[src/rtl/bpsk_demodulator_top.sv]
// Coherent BPSK demodulator: multiplies each received sample by the LUT carrier,
// integrates over one symbol and emits a hard bit plus the signed correlation.
module bpsk_demodulator_top #(
    parameter int SAMPLE_W           = 16,
    parameter int CARRIER_N          = 64,
    parameter int PERIODS_PER_SYMBOL = 4,
    parameter int ACC_W              = 2*SAMPLE_W + $clog2(CARRIER_N*PERIODS_PER_SYMBOL)
) (
    input  logic                              clk,
    input  logic                              rst,
    input  logic                              en,
    input  logic                              sync,
    input  logic signed [SAMPLE_W-1:0]        in,
    output logic [$clog2(CARRIER_N)-1:0]      cosine_lu,
    input  logic signed [SAMPLE_W-1:0]        carrier,
    output logic                              out,
    output logic signed [ACC_W-1:0]           out_soft,
    output logic                              out_valid
);

    localparam int PH_W = $clog2(CARRIER_N);
    localparam int PD_W = (PERIODS_PER_SYMBOL > 1) ? $clog2(PERIODS_PER_SYMBOL) : 1;
    localparam int PR_W = 2*SAMPLE_W;
    localparam logic [PH_W-1:0] PH_MAX = PH_W'(CARRIER_N - 1);
    localparam logic [PD_W-1:0] PD_MAX = PD_W'(PERIODS_PER_SYMBOL - 1);

    logic [PH_W-1:0]         phase_q, phase_d, cur_phase;
    logic [PD_W-1:0]         period_q, period_d, cur_period;
    logic                    first_d, last_d;
    logic signed [PR_W-1:0]  prod_d;

    logic                    vld_p1_q, first_p1_q, last_p1_q;
    logic signed [PR_W-1:0]  prod_p1_q;

    logic signed [ACC_W-1:0] acc_q, acc_sum;
    logic                    out_q, out_valid_q;
    logic signed [ACC_W-1:0] out_soft_q;
    logic                    take_p1;

    // sync overrides the counters combinationally so the sample on the sync cycle is phase 0
    always_comb begin
        cur_phase  = sync ? '0 : phase_q;
        cur_period = sync ? '0 : period_q;
        first_d    = (cur_phase == '0) && (cur_period == '0);
        last_d     = (cur_phase == PH_MAX) && (cur_period == PD_MAX);
        phase_d    = cur_phase;
        period_d   = cur_period;
        if (en) begin
            if (cur_phase == PH_MAX) begin
                phase_d  = '0;
                period_d = (cur_period == PD_MAX) ? '0 : cur_period + PD_W'(1);
            end else begin
                phase_d  = cur_phase + PH_W'(1);
            end
        end
    end

    assign prod_d  = PR_W'(in) * PR_W'(carrier);
    assign take_p1 = vld_p1_q && !sync;
    assign acc_sum = first_p1_q ? ACC_W'(prod_p1_q) : acc_q + ACC_W'(prod_p1_q);

    always_ff @(posedge clk or posedge rst) begin
        if (rst) begin
            phase_q     <= '0;
            period_q    <= '0;
            vld_p1_q    <= 1'b0;
            first_p1_q  <= 1'b0;
            last_p1_q   <= 1'b0;
            prod_p1_q   <= '0;
            acc_q       <= '0;
            out_q       <= 1'b0;
            out_soft_q  <= '0;
            out_valid_q <= 1'b0;
        end else begin
            phase_q  <= phase_d;
            period_q <= period_d;

            // stage 1: product of sample and carrier, tagged with symbol position
            vld_p1_q <= en;
            if (en) begin
                prod_p1_q  <= prod_d;
                first_p1_q <= first_d;
                last_p1_q  <= last_d;
            end

            // stage 2: integrate, and on the last product of a symbol issue the decision
            out_valid_q <= take_p1 && last_p1_q;
            if (take_p1) begin
                acc_q <= acc_sum;
                if (last_p1_q) begin
                    out_soft_q <= acc_sum;
                    out_q      <= ~acc_sum[ACC_W-1];
                end
            end
        end
    end

    assign cosine_lu = phase_q;
    assign out       = out_q;
    assign out_soft  = out_soft_q;
    assign out_valid = out_valid_q;

endmodule

[config.mk]
export PLATFORM = sky130hd
export DESIGN_NAME = bpsk_demodulator_top
export DESIGN_NICKNAME = d
export VERILOG_FILES = /design/src/rtl/bpsk_demodulator_top.sv
export SDC_FILE = /design/constraint.sdc
export NUM_CORES = 1
export LEC_CHECK = 0
export ABC_AREA = 1
export CAP_MARGIN = 20
export CORE_MARGIN = 2
export CORE_UTILIZATION = 57
export DETAILED_ROUTE_END_ITERATION = 6
export PLACE_DENSITY_LB_ADDON = 0.05
export SLEW_MARGIN = 20
export SYNTH_ARGS = -nofsm -noshare
export SYNTH_HDL_FRONTEND = slang
export SYNTH_SLANG_ARGS = --single-unit
[constraint.sdc]
create_clock -name clk -period 4.2 [get_ports clk]
set_input_delay 1.05 -clock clk [delete_from_list [all_inputs] [get_ports clk]]
set_output_delay 1.05 -clock clk [all_outputs]
set_load 0.005 [all_outputs]
==> results by group, run 1 <==
Die
  • FP Rows: 66
  • Ports: 84
  • DIE AREA: 34400 sq um
  • Initial Utilization: 57.8%
  • Placeable core region: 32500 sq um
  • Die width: ~190 microns
  • Die Y: roughly 190 microns

Timing
  • Transition at the pin with the smallest max-transition slack: between 1000 and 1500 ps
  • Clock skew: between 10 and 15 ps
  • Final worst-path setup slack: -1650 ps
  • Count of final setup violators: 26
  • Final period demand of the worst path: slightly below 6000 ps
  • Final number of max-transition violations: 0
  • Highest clock rate: 171 MHz
  • Setup repair after global routing missed its margin: yes
  • Final-layout worst hold slack: between 400 and 500 ps
  • Hold Fails Final Rpt: 0
  • Share of the clock period used by the worst path after layout: 139%
  • Relative max-transition margin: 27.0%

Critical path
  • Critical path endpoint category: flip-flop
  • Startpoint type of the worst setup path: primary input
  • Max FO, Critical Path: 6
  • Critical register-to-register path endpoint: acc_q[32]
  • Critical R2R Launch: prod_p1_q[0]
  • Required @ worst endpoint: 4570 ps
  • Worst R2R Path Depth: 17
  • Worst endpoint data arrival time: ~6200 ps
  • Class of the most critical setup path: in -> reg
  • Reg-to-reg slack, setup: around 1400 ps

Worst hold path
  • Hold worst-path end: out_soft[35]
  • Hold_sp: out_soft[35]
  • Hold depth: 2
  • Min-Delay Path Class: reg -> reg

Routing
  • Sum of routed wire length over all layers: ~63000 microns
  • Routed via count divided by cell count: 5.43
  • Average routed wire per standard cell: 18.5 microns
  • Via Count: around 19000
  • DR DRC count: 4
  • Drt initial violations: approximately 1400
  • Count of TritonRoute iterations in the first routing pass: 7
  • Remaining antenna violation count: 0

Status
  • Violations in the final reports: design-rule violations, negative setup slack
  • Outcome: finished, violations left

Cells and area
  • Filler cell count: approximately 2200
  • Fraction of layout instances using a drive strength above 1: between 20% and 30%
  • Nets: between 3000 and 4000
  • Storage element area: about 3100 sq um
  • Area of the multi-input gates: around 15000 sq um
  • # diodes: 0
  • Area grow syn2layout: 33.7%

Clock network
  • Hold-fix buffers, CTS: 0
  • CTS Sinks: around 130
  • CTS root buf: sky130_fd_sc_hd__clkbuf_16
  • Max clock buf depth: 2
  • H-tree depth reported by CTS: 4
  • Clock insertion delay at the later pin of the skew report: between 400 and 500 ps
  • TritonCTS buffer count: 17
  • Clock transition at the register clock pins on the worst setup and hold paths after CTS: ~60 ps
  • CTS tree: built

Yosys
  • Synth area leaders: sky130_fd_sc_hd__fa_1, sky130_fd_sc_hd__nand2_1, sky130_fd_sc_hd__dfrtp_1
  • Synthesized area per cell: between 7 and 8 sq um
  • Ys async rst share: between 90% and 100%
  • Number of nets produced by synthesis: between 3000 and 4000
  • Area fraction of the dominant cell type after synthesis: roughly 28%
  • Mapped cell area: about 19000 sq um
  • Portion of the post-synthesis area used by sequential elements: 16.7%
  • Unique masters post-synth: 39
  • Commonest register cell after synthesis: sky130_fd_sc_hd__dfrtp_1
  • Area leader, netlist: sky130_fd_sc_hd__fa_1
  • Synthesized instance count: 2632
  • Warning count from the yosys run: 0
  • Number of synthesized register bits: between 100 and 150
  • EDFF count, synth: 0

Placement
  • Half-perimeter wire length after placement: approximately 44000 microns
  • Weighted congestion reported at the end of routability-driven placement: 0.981
  • Count of input and output buffers: 83

Global routing
  • Aggregate global-route resource usage: between 30% and 40%
  • Maximum number of pins on one net before global-route repair: 53
  • Number of antenna violations at the first check in global routing: 0
  • Vias in the first global route: roughly 19000
  • Global-route wire length before repair: 94500 microns
  • Aggregate global routing overflow: 0

Run
  • MaxCap Viol Count: 0
metrics by stage:
stage          instances  utilization (%)  cell area [sq um]  TNS [ps]  worst slack, ps
3_3_place_gp        3258             67.8              22000    -56140            -2440
2_1_floorplan       2632                -              19800    -32360            -1620
4_1_cts             3385             75.1              24400    -32770            -1530
5_1_grt             3407             77.2              25100    -38730            -1790
6_report            3407             77.2              25100    -34900            -1650
3_5_place_dp        3258             67.8              22000    -57610            -2500
registers in the layout (all words and copies together), names as in the netlist, 2 cells and up:
| signal | count |
|---|---|
| acc_q | 40 |
| out_soft | 40 |
| prod_p1_q | 32 |
| cosine_lu | 6 |
| period_q | 2 |
routing by layer:
metal / GRT usage [%] / vias up / share of wire, %
met4: 20.3 / 0 / 7.5
met5: 0 / - / 0
li1: - / 8460 / -
met3: 4.54 / 353 / 6.1
met2: 63.8 / 902 / 50
met1: 41.4 / 8794 / 37
cell usage in the layout (no fill, tap or decap), types with 24 or more instances in the layout:
cell type                           n
sky130_fd_sc_hd__ha_4              33
sky130_fd_sc_hd__buf_6             85
sky130_fd_sc_hd__nor2_1           113
sky130_fd_sc_hd__a21oi_1           39
sky130_fd_sc_hd__dfrtp_1          125
sky130_fd_sc_hd__nand2_4           34
sky130_fd_sc_hd__o21ai_0           53
sky130_fd_sc_hd__nand4_1           24
sky130_fd_sc_hd__fa_1             234
sky130_fd_sc_hd__fa_2              29
sky130_fd_sc_hd__clkdlybuf4s50_1   51
sky130_fd_sc_hd__inv_1            509
sky130_fd_sc_hd__nand2_2           57
sky130_fd_sc_hd__nand2_1          778
sky130_fd_sc_hd__ha_1              91
sky130_fd_sc_hd__inv_2             81
sky130_fd_sc_hd__buf_4            198
sky130_fd_sc_hd__nand3_1           95
worst max-delay path: stages:
cell	delay [ps]
sky130_fd_sc_hd__clkbuf_4	190
sky130_fd_sc_hd__buf_4	150
sky130_fd_sc_hd__buf_4	140
sky130_fd_sc_hd__nand2_1	110
sky130_fd_sc_hd__fa_1	550
sky130_fd_sc_hd__inv_1	100
sky130_fd_sc_hd__fa_1	510
sky130_fd_sc_hd__fa_1	540
sky130_fd_sc_hd__fa_2	450
sky130_fd_sc_hd__fa_1	490
sky130_fd_sc_hd__inv_1	50
sky130_fd_sc_hd__fa_1	470
sky130_fd_sc_hd__inv_1	60
sky130_fd_sc_hd__ha_4	260
sky130_fd_sc_hd__nand2_2	70
sky130_fd_sc_hd__inv_2	40
sky130_fd_sc_hd__buf_4	140
sky130_fd_sc_hd__nand2_4	80
sky130_fd_sc_hd__inv_2	40
sky130_fd_sc_hd__a21oi_2	130
sky130_fd_sc_hd__buf_4	140
sky130_fd_sc_hd__nor2_2	40
sky130_fd_sc_hd__nor2_2	120
sky130_fd_sc_hd__nand2_1	70
sky130_fd_sc_hd__nand2_1	60
sky130_fd_sc_hd__nand3_1	70
sky130_fd_sc_hd__nand2_1	90
logic make-up (layout without fill, tap and decap cells):
logic type	after synthesis	count (layout)	synth area share [%]
fa+ha+maj	388	388	36.4
flops	125	125	16.7
compound gates	198	198	5.77
simple gates	1207	1207	26.1
buf+inv	691	1024	14.0
xor+xnor	23	23	1.07
area by class of cell:
cell class	instances	area share, %
multi-input cells	1816	58.7
repair buffers	391	15.1
flip-flops and latches	125	12.5
inverters	601	9.13
well taps	442	2.21
clock buffers	20	1.82
clock inverters	12	0.549
cell usage after synthesis, types with 3 or more instances:
cell	instances
sky130_fd_sc_hd__xor2_1	9
sky130_fd_sc_hd__a21oi_1	70
sky130_fd_sc_hd__ha_1	125
sky130_fd_sc_hd__a31oi_1	12
sky130_fd_sc_hd__fa_1	263
sky130_fd_sc_hd__or2_1	6
sky130_fd_sc_hd__o21ai_1	7
sky130_fd_sc_hd__nand2_1	867
sky130_fd_sc_hd__o211ai_1	3
sky130_fd_sc_hd__nand4_1	24
sky130_fd_sc_hd__clkbuf_1	79
sky130_fd_sc_hd__nor2_2	6
sky130_fd_sc_hd__o31ai_1	3
sky130_fd_sc_hd__nand2_2	3
sky130_fd_sc_hd__nand3_1	111
sky130_fd_sc_hd__dfrtp_1	125
sky130_fd_sc_hd__nor3_1	13
sky130_fd_sc_hd__a21o_1	6
sky130_fd_sc_hd__nor2_1	145
sky130_fd_sc_hd__nand3b_1	11
sky130_fd_sc_hd__buf_2	5
sky130_fd_sc_hd__inv_1	598
sky130_fd_sc_hd__o21ai_0	80
sky130_fd_sc_hd__xnor2_1	14
sky130_fd_sc_hd__o21bai_1	8
sky130_fd_sc_hd__or2_2	18
sky130_fd_sc_hd__o21ai_2	3
how the worst max path moves through the flow:
stage / cells past startpoint / endpoint / start
final: 27 / prod_p1_q[31] / in[8]
after floorplan: 23 / prod_p1_q[21] / carrier[7]
after global placement: 22 / prod_p1_q[31] / in[9]
after global routing: 23 / prod_p1_q[22] / in[8]
after detailed placement: 22 / prod_p1_q[31] / in[9]
after CTS: 25 / prod_p1_q[28] / in[5]
repair_timing:
action                     CTS  global route
gates resized for setup    442           180
gates cloned                 6             0
setup endpoints to repair   27            27
pin swaps                  157           154
setup buffers               91            31
Power of run 1 is left out: the tool's default activity adds up to more than one toggle a clock period on the data nets, which glitch-free logic cannot reach.
==> run 2: changes to the inputs <==
--- a/config.mk
+++ b/config.mk
@@ -8,7 +8,7 @@
 export ABC_AREA = 1
 export CAP_MARGIN = 20
 export CORE_MARGIN = 2
-export CORE_UTILIZATION = 57
+export CORE_UTILIZATION = 37
 export DETAILED_ROUTE_END_ITERATION = 6
 export PLACE_DENSITY_LB_ADDON = 0.05
 export SLEW_MARGIN = 20
==> run 2 against run 1 <==
Compared with the run above:
- the flow finishes with violations (negative setup slack)
- worst hold slack improved by 2.6 ps
- maximum frequency rose by 1.8%
- non-clock buffer count fell by 20
- global-route usage fell by 12 points
- register-to-register slack got worse by 40 ps
==> results by group, run 2 (synthesis gave the netlist of run 1 again) <==
Routing
  • Count of TritonRoute iterations in the first routing pass: 5
  • Drt initial violations: ~970
  • Via Count: 17100
  • DR DRC count: 0
  • Amount of wire on met2 after detailed routing: 31400 microns
  • Routed via count divided by cell count: 4.74
  • DR top layer: met4
  • Average routed wire per standard cell: roughly 17 microns
  • Remaining antenna violation count: 0
  • Wire length on met1: between 20000 and 30000 microns
  • Length of routed met3 wiring: between 1000 and 1500 microns
  • Sum of routed wire length over all layers: 60000 microns

Global routing
  • Aggregate global routing overflow: 0
  • Maximum number of pins on one net before global-route repair: between 60 and 70
  • Vias in the first global route: 18300
  • Global-route wire length before repair: about 97000 microns
  • Aggregate global-route resource usage: 23.5%
  • Number of antenna violations at the first check in global routing: 0

Die
  • Ports: 84
  • Placeable core region: roughly 50000 sq um
  • Die Y: about 230 microns
  • Die width: 229 microns
  • Initial Utilization: between 30% and 40%
  • FP Rows: 82
  • DIE AREA: between 50000 and 60000 sq um

Timing
  • Relative max-transition margin: a little over a third
  • Setup repair after global routing missed its margin: yes
  • Final number of max-transition violations: 0
  • Final period demand of the worst path: between 5000 and 6000 ps
  • Transition at the pin with the smallest max-transition slack: around 960 ps
  • Hold Fails Final Rpt: 0
  • Highest clock rate: about 170 MHz
  • Share of the clock period used by the worst path after layout: 137%
  • Final-layout worst hold slack: approximately 480 ps
  • Count of final setup violators: 26
  • Final worst-path setup slack: -1550 ps
  • Clock skew: 14.3 ps
  • Setup TNS: -33340 ps

Clock network
  • Max clock buf depth: 2
  • CTS tree: built
  • CTS root buf: sky130_fd_sc_hd__clkbuf_16
  • Clock transition at the register clock pins on the worst setup and hold paths after CTS: 60 ps
  • Hold-fix buffers, CTS: 0
  • Clock insertion delay at the later pin of the skew report: around 450 ps
  • CTS Sinks: ~130
  • H-tree depth reported by CTS: 4
  • TritonCTS buffer count: 17

Run
  • MaxCap Viol Count: 0

Critical path
  • Max stage delay cell, worst path: sky130_fd_sc_hd__fa_2
  • Most Frequent Cell on Critical Path: sky130_fd_sc_hd__fa_1
  • Slowest stage delay, CP: between 500 and 600 ps
  • Crit path launch: in[15]
  • Critical register-to-register path endpoint: out_soft[18]
  • Startpoint type of the worst setup path: primary input
  • Class of the most critical setup path: in -> reg
  • Critical path endpoint category: flip-flop
  • Max FO, Critical Path: 6
  • Critical R2R Launch: prod_p1_q[0]
  • Worst R2R Path Depth: 17
  • Reg-to-reg slack, setup: 1390 ps
  • Worst endpoint data arrival time: 6060 ps
  • Crit-path cells: buf_12 -> buf_8 -> nand2_4 -> inv_4 -> fa_2 -> fa_2 -> buf_12 -> buf_6 -> fa_1 -> fa_1 -> fa_1 -> inv_1 -> fa_1 -> inv_2 -> ha_4 -> a21oi_4 -> nor2_1 -> nor2_1 -> buf_4 -> o21ai_2 -> a21oi_2 -> nand3_1 -> nand3_2 -> o21ai_1
  • Required @ worst endpoint: about 4500 ps

Worst hold path
  • Min-Delay Path Class: reg -> reg
  • Hold worst-path end: out_soft[38]
  • Hold depth: 2
  • Hold_sp: out_soft[38]

Placement
  • Half-perimeter wire length after placement: 47700 microns
  • Cell area reported after detailed placement: ~22000 sq um
  • Weighted congestion reported at the end of routability-driven placement: approximately 0.93
  • Count of input and output buffers: 83

Status
  • Outcome: finished, violations left
  • Violations in the final reports: negative setup slack

Cells and area
  • # diodes: 0
  • Area grow syn2layout: 35.0%
  • Post-layout instance area: 25300 sq um
  • Most common cell after layout, fill and taps aside: sky130_fd_sc_hd__nand2_1
  • Fraction of layout instances using a drive strength above 1: between 20% and 30%
  • Share of the core filled with cells: 50.5%
  • Filler cell count: approximately 5000
  • Commonest cells after routing, fill and taps aside: sky130_fd_sc_hd__nand2_1, sky130_fd_sc_hd__inv_1, sky130_fd_sc_hd__fa_1, sky130_fd_sc_hd__buf_4, sky130_fd_sc_hd__dfrtp_1
  • Nets: about 3400
run 2: cell types whose count changed in the layout (fill, tap and decap cells not counted), sizes merged:
cell,before,now
bufinv,2,3
dlygate4sd2,0,3
inv,601,598
clkdlybuf4s15,0,1
buf,333,309
clkbuf,26,22
bufbuf,1,5
run 2: area by class of cell:
class / instances / area (sq um) / area share, %
multi-input combinational: 1816 / 14700 / 58.2
timing repair buffer: 371 / 3710 / 14.7
sequential: 125 / 3130 / 12.4
inverter: 601 / 2300 / 9.09
tap: 672 / 841 / 3.32
clock buffer: 20 / 457 / 1.80
clock inverter: 10 / 141 / 0.559
run 2: per-stage QoR:
stage,worst slack (ps),cells
floorplan,-1620,2632
global placement,-2630,3485
detailed placement,-2620,3485
CTS,-1660,3602
global route,-1790,3615
finish,-1550,3615
run 2: what timing repair did:
action,in CTS,in global routing
resized for setup,420,161
cloned,12,0
setup endpoints to repair,27,26
pin swaps,124,144
buffers inserted,75,23
run 2: worst max path at each step:
stage	end	slack, ps	cells past startpoint
detailed placement	prod_p1_q[30]	-2620	23
floorplan	prod_p1_q[21]	-1620	23
global placement	prod_p1_q[30]	-2630	23
CTS	prod_p1_q[30]	-1660	22
finish	prod_p1_q[30]	-1550	24
global route	prod_p1_q[30]	-1790	24
run 2: layer usage:
layer	up-vias	track usage [%]
met2	307	44.2
met1	8317	27.9
li1	8404	-
met5	-	0
met3	115	1.64
met4	0	8.64
run 2: critical path: cells and delay by family:
kind,cells,cell delay (ps)
AND/OR/NAND/NOR,5,480
adder cells (fa/ha/maj),7,3310
AO/OA/AOI/OAI,4,420
buffers and inverters,8,790
Power of run 2 is left out for the same reason.
